$ cat config.mk
export PLATFORM = sky130hd
export DESIGN_NAME = pipe_stage_buffer
export DESIGN_NICKNAME = d
export VERILOG_FILES = /design/src/rtl/pipe_stage_buffer_pkg.sv /design/src/rtl/pipe_stage_buffer_sat_counter.sv /design/src/rtl/pipe_stage_buffer.sv
export SDC_FILE = /design/constraint.sdc
export NUM_CORES = 1
export LEC_CHECK = 0
export BUFFER_PORTS_ARGS = -buffer_cell sky130_fd_sc_hd__buf_2
export CELL_PAD_IN_SITES_DETAIL_PLACEMENT = 0
export CELL_PAD_IN_SITES_GLOBAL_PLACEMENT = 1
export CORE_MARGIN = 1.5
export CORE_UTILIZATION = 35
export DETAILED_ROUTE_END_ITERATION = 6
export GPL_ROUTABILITY_DRIVEN = 0
export GPL_TIMING_DRIVEN = 0
export HOLD_SLACK_MARGIN = 0.02
export PLACE_DENSITY = 0.85
export SETUP_SLACK_MARGIN = 0.02
export SLEW_MARGIN = 20
export SYNTH_ARGS = -nofsm -noshare
export SYNTH_HDL_FRONTEND = slang
export SYNTH_SLANG_ARGS = --single-unit
export TNS_END_PERCENT = 100
$ cat constraint.sdc
create_clock -name clk -period 1.65 [get_ports clk]
set_clock_uncertainty 0.1 [all_clocks]
set_input_delay 0.2475 -clock clk [delete_from_list [all_inputs] [get_ports clk]]
set_output_delay 0.2475 -clock clk [all_outputs]
set_load 0.005 [all_outputs]
$ cat src/rtl/pipe_stage_buffer_pkg.sv
// Shared types for the generic handshaked pipeline stage buffer.
package pipe_pkg;

  typedef enum logic [1:0] {
    EMPTY = 2'd0,
    BUSY  = 2'd1,
    FULL  = 2'd2
  } pipe_state_t;

  localparam int unsigned OCC_W = 2;

endpackage

$ cat src/rtl/pipe_stage_buffer_sat_counter.sv
// Saturating event counter used for stage performance statistics.
// Compiled only when PIPE_STAGE_PERF_EN is defined, matching its single use site.
`ifdef PIPE_STAGE_PERF_EN
module pipe_sat_counter #(
  parameter int unsigned CNT_W = 16
) (
  input  logic             clk,
  input  logic             rst_n,
  input  logic             inc,
  output logic [CNT_W-1:0] count
);

  logic [CNT_W-1:0] r_count;

  always_ff @(posedge clk or negedge rst_n) begin
    if (!rst_n) begin
      r_count <= '0;
    end else if (inc && (r_count != '1)) begin
      r_count <= r_count + 1'b1;
    end
  end

  assign count = r_count;

endmodule
`endif

$ cat src/rtl/pipe_stage_buffer.sv
// Generic valid/ready pipeline stage with a 2-entry skid buffer, flush and stall.
// Optional saturating stall/flush counters enabled by PIPE_STAGE_PERF_EN.
module pipe_stage_buffer
  import pipe_pkg::*;
#(
  parameter int unsigned DATA_W     = 32,
  parameter bit          FLUSH_ZERO = 1'b1,
  parameter int unsigned CNT_W      = 16
) (
  input  logic              clk,
  input  logic              rst_n,
  input  logic              flush,
  input  logic              stall,
  input  logic              in_valid,
  output logic              in_ready,
  input  logic [DATA_W-1:0] in_data,
  output logic              out_valid,
  input  logic              out_ready,
  output logic [DATA_W-1:0] out_data,
  output logic [OCC_W-1:0]  occupancy,
  output logic [CNT_W-1:0]  stall_cnt,
  output logic [CNT_W-1:0]  flush_cnt
);

  pipe_state_t       r_state;
  pipe_state_t       w_next_state;
  logic [DATA_W-1:0] r_main;
  logic [DATA_W-1:0] r_skid;
  logic              w_accept;
  logic              w_pop;
  logic              w_load_main_in;
  logic              w_load_main_skid;
  logic              w_load_skid;
  logic              w_clear;

  // in_ready depends only on registered state and stall, never on out_ready.
  assign in_ready  = rst_n & ~stall & (r_state != FULL);
  assign out_valid = ~stall & (r_state != EMPTY);
  assign out_data  = r_main;
  assign w_accept  = in_valid & in_ready;
  assign w_pop     = out_valid & out_ready;

  always_ff @(posedge clk or negedge rst_n) begin
    if (!rst_n) begin
      r_state <= EMPTY;
    end else begin
      r_state <= w_next_state;
    end
  end

  always_comb begin
    w_next_state     = r_state;
    w_load_main_in   = 1'b0;
    w_load_main_skid = 1'b0;
    w_load_skid      = 1'b0;
    w_clear          = 1'b0;
    if (flush) begin
      w_next_state = EMPTY;
      w_clear      = FLUSH_ZERO;
    end else if (!stall) begin
      case (r_state)
        EMPTY: begin
          if (w_accept) begin
            w_load_main_in = 1'b1;
            w_next_state   = BUSY;
          end
        end
        BUSY: begin
          if (w_accept && !w_pop) begin
            w_load_skid  = 1'b1;
            w_next_state = FULL;
          end else if (w_pop && !w_accept) begin
            w_next_state = EMPTY;
          end else if (w_pop && w_accept) begin
            w_load_main_in = 1'b1;
          end
        end
        FULL: begin
          if (w_pop) begin
            w_load_main_skid = 1'b1;
            w_next_state     = BUSY;
          end
        end
        default: w_next_state = EMPTY;
      endcase
    end
  end

  always_ff @(posedge clk or negedge rst_n) begin
    if (!rst_n) begin
      r_main <= '0;
      r_skid <= '0;
    end else if (w_clear) begin
      r_main <= '0;
      r_skid <= '0;
    end else begin
      if (w_load_main_in) begin
        r_main <= in_data;
      end else if (w_load_main_skid) begin
        r_main <= r_skid;
      end
      if (w_load_skid) begin
        r_skid <= in_data;
      end
    end
  end

  always_comb begin
    case (r_state)
      BUSY:    occupancy = 2'd1;
      FULL:    occupancy = 2'd2;
      default: occupancy = 2'd0;
    endcase
  end

`ifdef PIPE_STAGE_PERF_EN
  pipe_sat_counter #(.CNT_W(CNT_W)) u_stall_cnt (
    .clk   (clk),
    .rst_n (rst_n),
    .inc   (stall),
    .count (stall_cnt)
  );

  pipe_sat_counter #(.CNT_W(CNT_W)) u_flush_cnt (
    .clk   (clk),
    .rst_n (rst_n),
    .inc   (flush),
    .count (flush_cnt)
  );
`else
  assign stall_cnt = '0;
  assign flush_cnt = '0;
`endif

endmodule

==> impl_results.md <==
- R2r endpoint: out_data[17]
- Min-delay worst type: in2reg
- All-Layer GR Usage: ~18%
- RSZ-0062 raised after global routing: yes
- Clock Tree Buf Depth: 2
- CTS tree: built
- Num rows: 36
- Sequential share of the synthesized area: a little under half
- Mux contribution to synthesized area: 0%
- Worst Setup SP: r_state[0]
- Number of I/O pins: around 110
- Final setup vio count: 0
- Status: completed
- CORE AREA: between 0.009 and 0.01 mm2
- Number of H-tree levels: 3
- Simple-Gate Fraction of Synth Area: 18.3%
- CTS Sinks: 66
- Crit path arrival time: 1.70 ns
- Mapped cell area: 0.00363 mm2
- Clk pin slew, worst setup/hold paths: roughly 0.070 ns
- Flops & latches, synth: 66
- Initial drt markers: between 150 and 200
- Slew Limit Headroom: slightly below 50%
- NumNets Final: between 500 and 600
- Initial antenna violation count: 0
- ANT nets after route: 0
- Fmax: between 600 and 700 MHz
- Largest net degree at the start of global routing: 40
- Final Cell Area: about 0.0047 mm2
- Worst-margin pin slew: approximately 0.77 ns
- DP HPWL: 6760 um
- Number of port buffers: about 70
- Worst-path fanout max: 10
- DRT Pass-1 Iters: 4
- Die W: about 100 um
- Startpoint Class: flop
- Grt ovf: 0
- Clock root buffer: clkbuf_8
- Die Y: ~100 um
- DRT Wirelength: around 10,000 um
- Post-route setup slack: about 0.044 ns
- Cell with the most instances after synthesis: dfrtp_1
- Final period util: around 97%
- Top_reg_cell synth: dfrtp_1
- Clock latency on the worst-skew pair: approximately 0.34 ns
- Main combinational cell family by area after synthesis: compound AO/OA/AOI/OAI gates
- Antenna Cells: 0
- Post-Synth Adder-Cell Area: 0%
- Leak: between 2 and 2.5 nW
- Fin crit period: around 1.6 ns
- Post-Syn Instances: about 390
- Largest area contributor in the netlist: dfrtp_1
- R2R depth: 6
- R2R Setup Slk: 0.04 ns
- Post-DR wirelength/cell: 15.7 um
- Worst reg2reg startpoint: r_state[0]
- Synth area leaders: dfrtp_1 (46%), a311oi_2 (12%), buf_4 (8.1%)
- Final setup TNS: 0 ns
- Synth top cells by count: dfrtp_1 (66), nand2_1 (65), buf_4 (39), a21oi_1 (36)
- Xor and xnor area share after synthesis: 0%
- Worst IR drop on VDD: ~450 uV
- Hold Violations, Final: 0
- WP data required: about 1.7 ns
- Post-synth top area share: between 40% and 50%
- Crit Path Category: reg2reg
- Asr flop ratio synth: 100%
- Pwr Total: 0.00354 W
- Fin util: 47.3%
- Max-slew violation count: 0
- Worst Setup EP: out_data[17]
- Pre-CTS WS: -0.198 ns
- Syn_area_per_cell: 9.38 um2
- Pwr dens: roughly 750 mW/mm2
- Maxcap violations: 0
- Crit. End Element: flop
- Number of enable flip-flop cells after synthesis: 0
- Via density: 4.99
- Area growth from synthesis to layout: 29.2%
- Placed cell area: about 0.0043 mm2
- DRC violations left: 0
- Via count: about 3,200
- Synth Area in Compound Gates: a little under a quarter
- Synth unique cells: 28
- Synth Warn #: 0
- Die Area: 0.0110 mm2
- Initial core utilization: 36.6%
- Fill cells: around 960
- CTS Buf Count: 9
- Layout cells sized above 1: 38.1%
- Vias in the first global route: 3,155
- First-pass GRT wire length: between 15,000 and 20,000 um
-- area by class of cell --
| cell class | instances | area [um2] | share of cell area, % |
|---|---|---|---|
| Inverter | 2 | 7.51 | 0.160 |
| Clock buffer | 12 | 145 | 3.09 |
| Sequential cell | 66 | 1650 | 35.2 |
| Buffer | 72 | 537 | 11.4 |
| Clock inverter | 3 | 40.0 | 0.854 |
| Tap cell | 133 | 166 | 3.55 |
| Timing Repair Buffer | 81 | 495 | 10.6 |
| Multi-Input combinational cell | 278 | 1650 | 35.1 |
-- per-layer routing --
layer	vias to the layer above	part of all wire, %	track usage, %
li1	1563	-	-
met1	1537	44	23.6
met2	117	48	29.6
met3	11	6.6	4.80
met4	0	1.3	6.36
met5	-	0	0
-- report_power, final --
part | total [W] | leakage [nW] | internal, W | switching [W]
Clock | 0.00136 | 0.0962 | 0.000728 | 0.000628
Sequential | 0.00168 | 0.907 | 0.00166 | 0.0000236
Combinational | 0.000499 | 1.15 | 0.000223 | 0.000276
-- placed cells by master, fill, tap and decap left out --
cell type       count
conb_1             32
nand3b_1            2
buf_2              80
buf_12              4
clkbuf_4            4
a31oi_1             1
nor2_1              3
a311oi_1            2
clkbuf_16           2
dfrtp_1            65
nor2b_2             1
buf_8               4
clkbuf_8           10
clkinv_2            2
buf_6               2
a21oi_1            36
inv_1               1
nor3_2              3
nand2_4             1
dlymetal6s4s_1      1
nand2b_1            1
inv_2               1
a311oi_2           30
nand3_1            32
o21ai_1            17
a221o_1             1
bufinv_16           1
o21ai_0            16
nand2_1            65
clkbuf_2            7
buf_4              42
clkbuf_1            9
a21bo_2             1
dfrtp_2             1
nor3_1             29
and4bb_1            2
nand4bb_1           2
nor3b_1             1
-- sequential cells by signal (all words and copies together) (netlist names) --
register,flops
r_state,2
out_data,32
r_skid,32
-- critical path: stages, from the launching register on --
cell	delay (ns)
dfrtp_1	0.36
buf_4	0.16
nor2b_2	0.16
buf_4	0.17
clkbuf_4	0.20
nor3_1	0.24
a311oi_2	0.08
-- logic make-up after synthesis --
group | after synthesis
other cells | 1
flops | 66
simple gates | 142
compound gates | 104
buf+inv | 74
-- stage by stage --
stage / std cells / hold WS, ns
final: 647 / 0.0594
after floorplan: 418 / -0.148
after CTS: 641 / 0.0510
after global routing: 647 / 0.0563
after global placement: 623 / 0.412
after detailed placement: 624 / 0.125
-- worst min path at each step --
stage                startpoint           to  slack, ns  depth (start not counted)
global route        in_data[26]   r_skid[26]       0.06                          3
global placement    in_data[18]   r_skid[18]       0.41                          3
detailed placement        rst_n   r_state[1]       0.12                          1
CTS                 in_data[21]   r_skid[21]       0.05                          3
finish              in_data[21]   r_skid[21]       0.06                          3
floorplan                 rst_n  out_data[0]      -0.15                          0
-- what timing repair did --
action,in CTS,in global routing
cloned,0,2
gates resized for setup,8,28
hold endpoints to repair,29,0
setup buffers,0,4
endpoints found under the setup margin,16,61
pin swaps,0,4
hold buffers,2,0
Note: power is estimated with default switching activity, not from simulation.
